<file path="config.mk">
export PLATFORM = sky130hd
export DESIGN_NAME = psg_mixer
export DESIGN_NICKNAME = d
export VERILOG_FILES = /design/src/rtl/psg_mixer.sv
export SDC_FILE = /design/constraint.sdc
export NUM_CORES = 1
export LEC_CHECK = 0
export ABC_AREA = 1
export CORE_UTILIZATION = 45
export CTS_CLUSTER_SIZE = 8
export DETAILED_ROUTE_END_ITERATION = 6
export DONT_BUFFER_PORTS = 1
export HOLD_SLACK_MARGIN = 0.12
export PLACE_DENSITY = 0.64
export SYNTH_ARGS = -nofsm -noshare
export SYNTH_HDL_FRONTEND = slang
export SYNTH_SLANG_ARGS = --single-unit
</file>
<file path="constraint.sdc">
create_clock -name clock -period 5.12 [get_ports clock]
set_clock_uncertainty 0.2 [all_clocks]
set_input_delay 0.256 -clock clock [delete_from_list [all_inputs] [get_ports clock]]
set_output_delay 0.256 -clock clock [all_outputs]
set_load 0.01 [all_outputs]
</file>
<file path="src/rtl/psg_mixer.sv">
// psg_mixer: once per sample strobe, mixes three PSG channels plus the beeper,
// EAR and MIC bits into saturated 12-bit left/right samples. A one-pole
// low-pass filter then smooths them before they go to the I2S/HDMI packing.
//
// Sequence per sample (one state per clock):
//   IDLE -> MIXL -> MIXR -> FILTL -> FILTR -> OUT -> IDLE
// Each mix state and each filter state handles one channel. They share one
// accumulator and one filter datapath. When OUT is left, a publish flag is
// armed. On the following edge, with the FSM already back in IDLE and able
// to accept the next strobe, laudio/raudio load and valid pulses.
//
// Handshake: valid is a one-clock pulse with no ready. The consumer must take
// laudio/raudio on that cycle; they hold until the next pulse. A ce that
// arrives outside IDLE is dropped and latches the sticky overrun flag.
module psg_mixer #(
    parameter int          FILTER_SHIFT = 3,
    parameter logic [11:0] SPK_LEVEL    = 12'd1536,
    parameter logic [11:0] EAR_LEVEL    = 12'd512,
    parameter logic [11:0] MIC_LEVEL    = 12'd128
) (
    input  logic        clock,
    input  logic        reset,
    input  logic        ce,
    input  logic        speaker,
    input  logic        ear,
    input  logic        mic,
    input  logic [7:0]  chA,
    input  logic [7:0]  chB,
    input  logic [7:0]  chC,
    input  logic [1:0]  stereo,
    output logic [11:0] laudio,
    output logic [11:0] raudio,
    output logic        valid,
    output logic        overrun,
    output logic [2:0]  dbg_state
);

    typedef enum logic [2:0] {
        S_IDLE  = 3'd0,
        S_MIXL  = 3'd1,
        S_MIXR  = 3'd2,
        S_FILTL = 3'd3,
        S_FILTR = 3'd4,
        S_OUT   = 3'd5
    } state_t;

    state_t      state_q, state_d;
    logic        spk_q, spk_d, ear_q, ear_d, mic_q, mic_d;
    logic [7:0]  a_q, a_d, b_q, b_d, c_q, c_d;
    logic [1:0]  st_q, st_d;
    logic [11:0] xl_q, xl_d, xr_q, xr_d;
    logic [11:0] yl_q, yl_d, yr_q, yr_d;
    logic        pub_q, pub_d;
    logic [11:0] laudio_q, laudio_d, raudio_q, raudio_d;
    logic        valid_q, valid_d, overrun_q, overrun_d;

    logic               is_left;
    logic [9:0]         psg_term;
    logic [13:0]        mix_sum;
    logic [11:0]        mix_sat;
    logic [11:0]        x_sel, y_sel, y_new;
    logic signed [12:0] diff, step;

    // Shared mixing and filter datapath; the current state picks the channel.
    always_comb begin
        is_left = (state_q == S_MIXL) || (state_q == S_FILTL);

        psg_term = '0;
        if (st_q[1])
            psg_term = {2'b00, a_q} + {2'b00, b_q} + {2'b00, c_q};
        else if (!st_q[0])
            psg_term = is_left ? ({1'b0, a_q, 1'b0} + {2'b00, b_q})
                               : ({1'b0, c_q, 1'b0} + {2'b00, b_q});
        else
            psg_term = is_left ? ({1'b0, a_q, 1'b0} + {2'b00, c_q})
                               : ({1'b0, b_q, 1'b0} + {2'b00, c_q});

        // Worst case is 765 + 3*4095, so 14 bits cannot wrap.
        mix_sum = {4'b0000, psg_term}
                + (spk_q ? {2'b00, SPK_LEVEL} : 14'd0)
                + (ear_q ? {2'b00, EAR_LEVEL} : 14'd0)
                + (mic_q ? {2'b00, MIC_LEVEL} : 14'd0);
        mix_sat = (mix_sum > 14'd4095) ? 12'hFFF : mix_sum[11:0];

        // y += (x - y) >>> k. Floor rounding keeps y within [0, 4095].
        x_sel = is_left ? xl_q : xr_q;
        y_sel = is_left ? yl_q : yr_q;
        diff  = $signed({1'b0, x_sel}) - $signed({1'b0, y_sel});
        step  = diff >>> FILTER_SHIFT;
        y_new = 12'($unsigned({1'b0, y_sel}) + $unsigned(step));
    end

    // Next-state logic for the FSM, sample capture, filter state and outputs.
    always_comb begin
        state_d   = state_q;
        spk_d     = spk_q;
        ear_d     = ear_q;
        mic_d     = mic_q;
        a_d       = a_q;
        b_d       = b_q;
        c_d       = c_q;
        st_d      = st_q;
        xl_d      = xl_q;
        xr_d      = xr_q;
        yl_d      = yl_q;
        yr_d      = yr_q;
        pub_d     = 1'b0;
        laudio_d  = laudio_q;
        raudio_d  = raudio_q;
        valid_d   = 1'b0;
        overrun_d = overrun_q;

        case (state_q)
            S_IDLE: begin
                if (ce) begin
                    spk_d   = speaker;
                    ear_d   = ear;
                    mic_d   = mic;
                    a_d     = chA;
                    b_d     = chB;
                    c_d     = chC;
                    st_d    = stereo;
                    state_d = S_MIXL;
                end
            end
            S_MIXL:  begin xl_d = mix_sat; state_d = S_MIXR;  end
            S_MIXR:  begin xr_d = mix_sat; state_d = S_FILTL; end
            S_FILTL: begin yl_d = y_new;   state_d = S_FILTR; end
            S_FILTR: begin yr_d = y_new;   state_d = S_OUT;   end
            S_OUT:   begin pub_d = 1'b1;   state_d = S_IDLE;  end
            default: state_d = S_IDLE;
        endcase

        if (ce && (state_q != S_IDLE))
            overrun_d = 1'b1;

        if (pub_q) begin
            laudio_d = yl_q;
            raudio_d = yr_q;
            valid_d  = 1'b1;
        end
    end

    // State registers; reset drops any sample in flight and its publish flag.
    always_ff @(posedge clock) begin
        if (!reset) begin
            state_q   <= S_IDLE;
            spk_q     <= 1'b0;
            ear_q     <= 1'b0;
            mic_q     <= 1'b0;
            a_q       <= '0;
            b_q       <= '0;
            c_q       <= '0;
            st_q      <= '0;
            xl_q      <= '0;
            xr_q      <= '0;
            yl_q      <= '0;
            yr_q      <= '0;
            pub_q     <= 1'b0;
            laudio_q  <= '0;
            raudio_q  <= '0;
            valid_q   <= 1'b0;
            overrun_q <= 1'b0;
        end else begin
            state_q   <= state_d;
            spk_q     <= spk_d;
            ear_q     <= ear_d;
            mic_q     <= mic_d;
            a_q       <= a_d;
            b_q       <= b_d;
            c_q       <= c_d;
            st_q      <= st_d;
            xl_q      <= xl_d;
            xr_q      <= xr_d;
            yl_q      <= yl_d;
            yr_q      <= yr_d;
            pub_q     <= pub_d;
            laudio_q  <= laudio_d;
            raudio_q  <= raudio_d;
            valid_q   <= valid_d;
            overrun_q <= overrun_d;
        end
    end

    assign laudio    = laudio_q;
    assign raudio    = raudio_q;
    assign valid     = valid_q;
    assign overrun   = overrun_q;
    assign dbg_state = state_q;

endmodule

</file>
==> results.md <==
* Status: completed
* Period utilization at 88.9%
* Clock power frac at 15.9%
* Sequential fraction of design power at 22.9%
* Top Ports at 61
* Placer Congestion at 0.865
* Register bit total from synthesis at 107
* CP Cell Sequence: nand2_2 -> inv_1 -> buf_4 -> nand2_1 -> o21ai_0 -> inv_1 -> ha_1 -> a21oi_1 -> o21ai_0 -> nand2_1 -> nand2_1 -> a21oi_1 -> nor2_1 -> o21ai_0 -> nand2_1 -> nand3_1 -> nand2_1 -> fa_1 -> ha_1 -> a31o_2 -> inv_1 -> a21oi_1
* Core footprint at 14,000 µm²
* HP Class: in2reg
* Yosys cell types at 38
* CP Data Required Time at 5.16 ns
* Die Area at 14,900 µm²
* Worst-Skew Late Latency at 0.36 ns
* Pint at 2390 µW
* Combinational Power Share at 61.2%
* Yosys synthesis warning count at 0
* Vias at 5,805
* Worst slew pin tran at 0.855 ns
* First-pass GRT wire length at 26,200 µm
* Drt via density at 5.16
* Post-cts sizing count at 0
* Chip Height at 122 µm
* Critical path fanouts, max at 21
* Setup TNS at 0 ns
* Fraction of layout cells with a size suffix above 1 at 4.87%
* Worst vdd ir at 0.340 mV
* Post-Syn Instances at 927
* CP Class: reg2reg
* Final WL at 16,000 µm
* Final net count at 1,033
* Detailed placer's ending HPWL at 11,500 µm
* Switching Share at 49.2%
* Achievable Freq at 220 MHz
* Fin. max-slew vios at 0
* Vias in the first global route at 5,213
* Global Route Usage Sum at 22.8%
* GRT overflow at 0
* Worst setup SP type: flop
* Input/output buffers at 0
* Minimum clock period at 4.55 ns
* Final Hold Fails at 0
* CP Buf/Inv Count at 4
* Worst relative slew slack at 42.9%
* CP top delay family: adder cells
* CTS tree: yes
* Pleak at 0.00364 µW
* Synth Net Count at 1,021
* Syn avg cell area at 7.01 µm²
* Wirelength per Cell at 14.2 µm
* First-pass detailed-route iteration total at 7
* CP max stage cell: dfxtp_1
* Diode count at 0
* Netlist Area Pre-Place at 6500 µm²
* Slowest stage delay, CP at 0.57 ns
* Unrepaired setup endpoints after global routing: false
* Sink Count at 107
* Starting Density at 46.4%
* Sw power at 2320 µW
* Antenna violations before repair at 0
* Max Cap Violations at 0
* Setup crit end kind: flop
* Clock transition at path regs at 0.08 ns
* Max Buffers Root-to-Sink at 2
* Layout area overhead at 12.1%
* Total CTS buffers at 9
* Largest net degree at the start of global routing at 84
* DP Cell Count at 1,075
* Die span in x at 122 µm
* Std-Cell Rows at 43
* Cell Count, Final, Fillers Out at 1,124
* Commonest non-fill, non-tap cells in the layout: o21ai_0 (137), inv_1 (136), nand2_1 (129)
* Pwr per Cell Area at 646 nW/µm²
* Most common cell after layout, fill and taps aside: o21ai_0
* CTS root buffer: clkbuf_16
* CP most frequent cell: nand2_1
* Critical Path AT at 4.58 ns
* Htree depth at 3
* Final setup fails at 0
* Residual DRC at 0
* Post-route ant nets at 0
* Starting DRT DRC Count at 440
* Sequential area share after synthesis at 33.0%
==> cell families (layout without fill, tap and decap cells) <==
group / after synthesis / count (layout) / share of synthesized area [%]
adders and majority gates: 62 / 62 / 13.4
AOI/OAI and AO/OA: 274 / 274 / 22.1
and+or+nand+nor: 285 / 285 / 18.4
xor gates and xnor gates: 20 / 20 / 2.70
DFF: 107 / 107 / 33.0
buffers and inverters: 179 / 196 / 10.4
==> layer usage <==
layer / vias to the layer above / global-route usage (%) / wire [µm]
met4: 0 / 6.94 / 207
met2: 143 / 31.8 / 6360
met5: - / 0 / 0
met1: 2598 / 34.1 / 8460
met3: 16 / 5.62 / 959
li1: 3048 / - / -
==> synth_stat cells <==
cell       count  share of area (%)
or2_1          1              0.096
ha_1          49                9.4
clkinv_1       2               0.12
a21o_1         4               0.46
inv_2          5               0.29
fa_1          13                4.0
nor3_2         1               0.15
a221oi_1       1               0.13
a31oi_1        2               0.19
a21boi_1       1               0.12
buf_1          3               0.17
xor2_1        17                2.3
inv_1        136                7.9
a22o_1         1               0.13
nor3_1         1              0.077
nor2_1        94                5.4
o21ai_0      137                 11
o21bai_1       2               0.23
or2_2          3               0.29
nand4_1        5               0.48
o2111ai_1      1               0.13
a31o_2         1               0.13
o21ai_1        9               0.69
nand2_2       10               0.96
nand3_2        2               0.31
o22ai_1        2               0.19
buf_2          5               0.39
a21oi_1      103                7.9
dfxtp_1      107                 33
clkbuf_1      28                1.6
o221ai_1       1               0.13
nand2_1      129                7.5
xnor2_1        3               0.40
and2_1         1              0.096
nor3b_1        1               0.12
o211ai_1       9                1.0
nand3_1       35                2.7
nor2_2         2               0.19
==> area by class of cell <==
| cell class | instances | area [µm²] |
|---|---|---|
| Sequential cell | 107 | 2140 |
| Multi-Input combinational cell | 641 | 3680 |
| Timing Repair Buffer | 37 | 378 |
| Inverter | 143 | 537 |
| Clock inverter | 7 | 91.3 |
| Fill cell | 1378 | 6710 |
| Tap cell | 180 | 225 |
| Clock buffer | 9 | 225 |
==> metrics by stage <==
step / setup WS [ns] / util [%] / instance area (µm²) / power, µW / hold slack, ns
CTS: 0.561 / 52.0 / 7280 / 4690 / 0.244
global route: 0.0921 / 52.0 / 7280 / 5210 / 0.266
detailed placement: 0.590 / 47.3 / 6620 / 3880 / 0.171
floorplan: 1.24 / - / 6500 / 3270 / 0.201
finish: 0.571 / 52.0 / 7280 / 4710 / 0.244
global placement: 0.716 / 47.3 / 6620 / 3900 / 0.171
==> worst reg2reg max path, stage by stage, from the launching register on <==
cell and delay [ns]:
dfxtp_1 0.57, nand2_2 0.29, inv_1 0.36, buf_4 0.30
nand2_1 0.09, o21ai_0 0.07, inv_1 0.08, ha_1 0.31
a21oi_1 0.15, o21ai_0 0.12, nand2_1 0.09, nand2_1 0.06
a21oi_1 0.19, nor2_1 0.07, o21ai_0 0.16, nand2_1 0.07
nand3_1 0.09, nand2_1 0.10, fa_1 0.38, ha_1 0.31
a31o_2 0.24, inv_1 0.07, a21oi_1 0.06
==> power by group through the flow <==
stage	sequential, µW	clock, µW	combinational (µW)
global placement	1100	0	2810
CTS	1080	764	2850
detailed placement	1100	0	2780
finish	1080	749	2880
floorplan	1060	0	2220
global route	1100	804	3310
==> worst paths after layout <==
path	to	depth (start not counted)	slack (ns)	startpoint
worst max-delay path	xl_q[11]$_SDFFE_PN0P_	22	0.57	dbg_state[0]$_SDFFE_PN0P_
worst min-delay path	a_q[0]$_SDFFE_PN0P_	3	0.24	ce
worst max register to register	xl_q[11]$_SDFFE_PN0P_	22	0.57	dbg_state[0]$_SDFFE_PN0P_
worst min register to register	xl_q[8]$_SDFFE_PN0P_	2	0.25	xl_q[8]$_SDFFE_PN0P_
==> state kept, by name, indices dropped and copies added, names as in the netlist, 12 cells and up <==
register	flops
xl_q	12
yl_q	12
xr_q	12
raudio	12
laudio	12
yr_q	12
==> repair_timing <==
item,in CTS,in global routing
buffers inserted,0,0
endpoints found under the hold margin,84,0
hold buffers,33,0
Power figures use the tool's default switching activity.
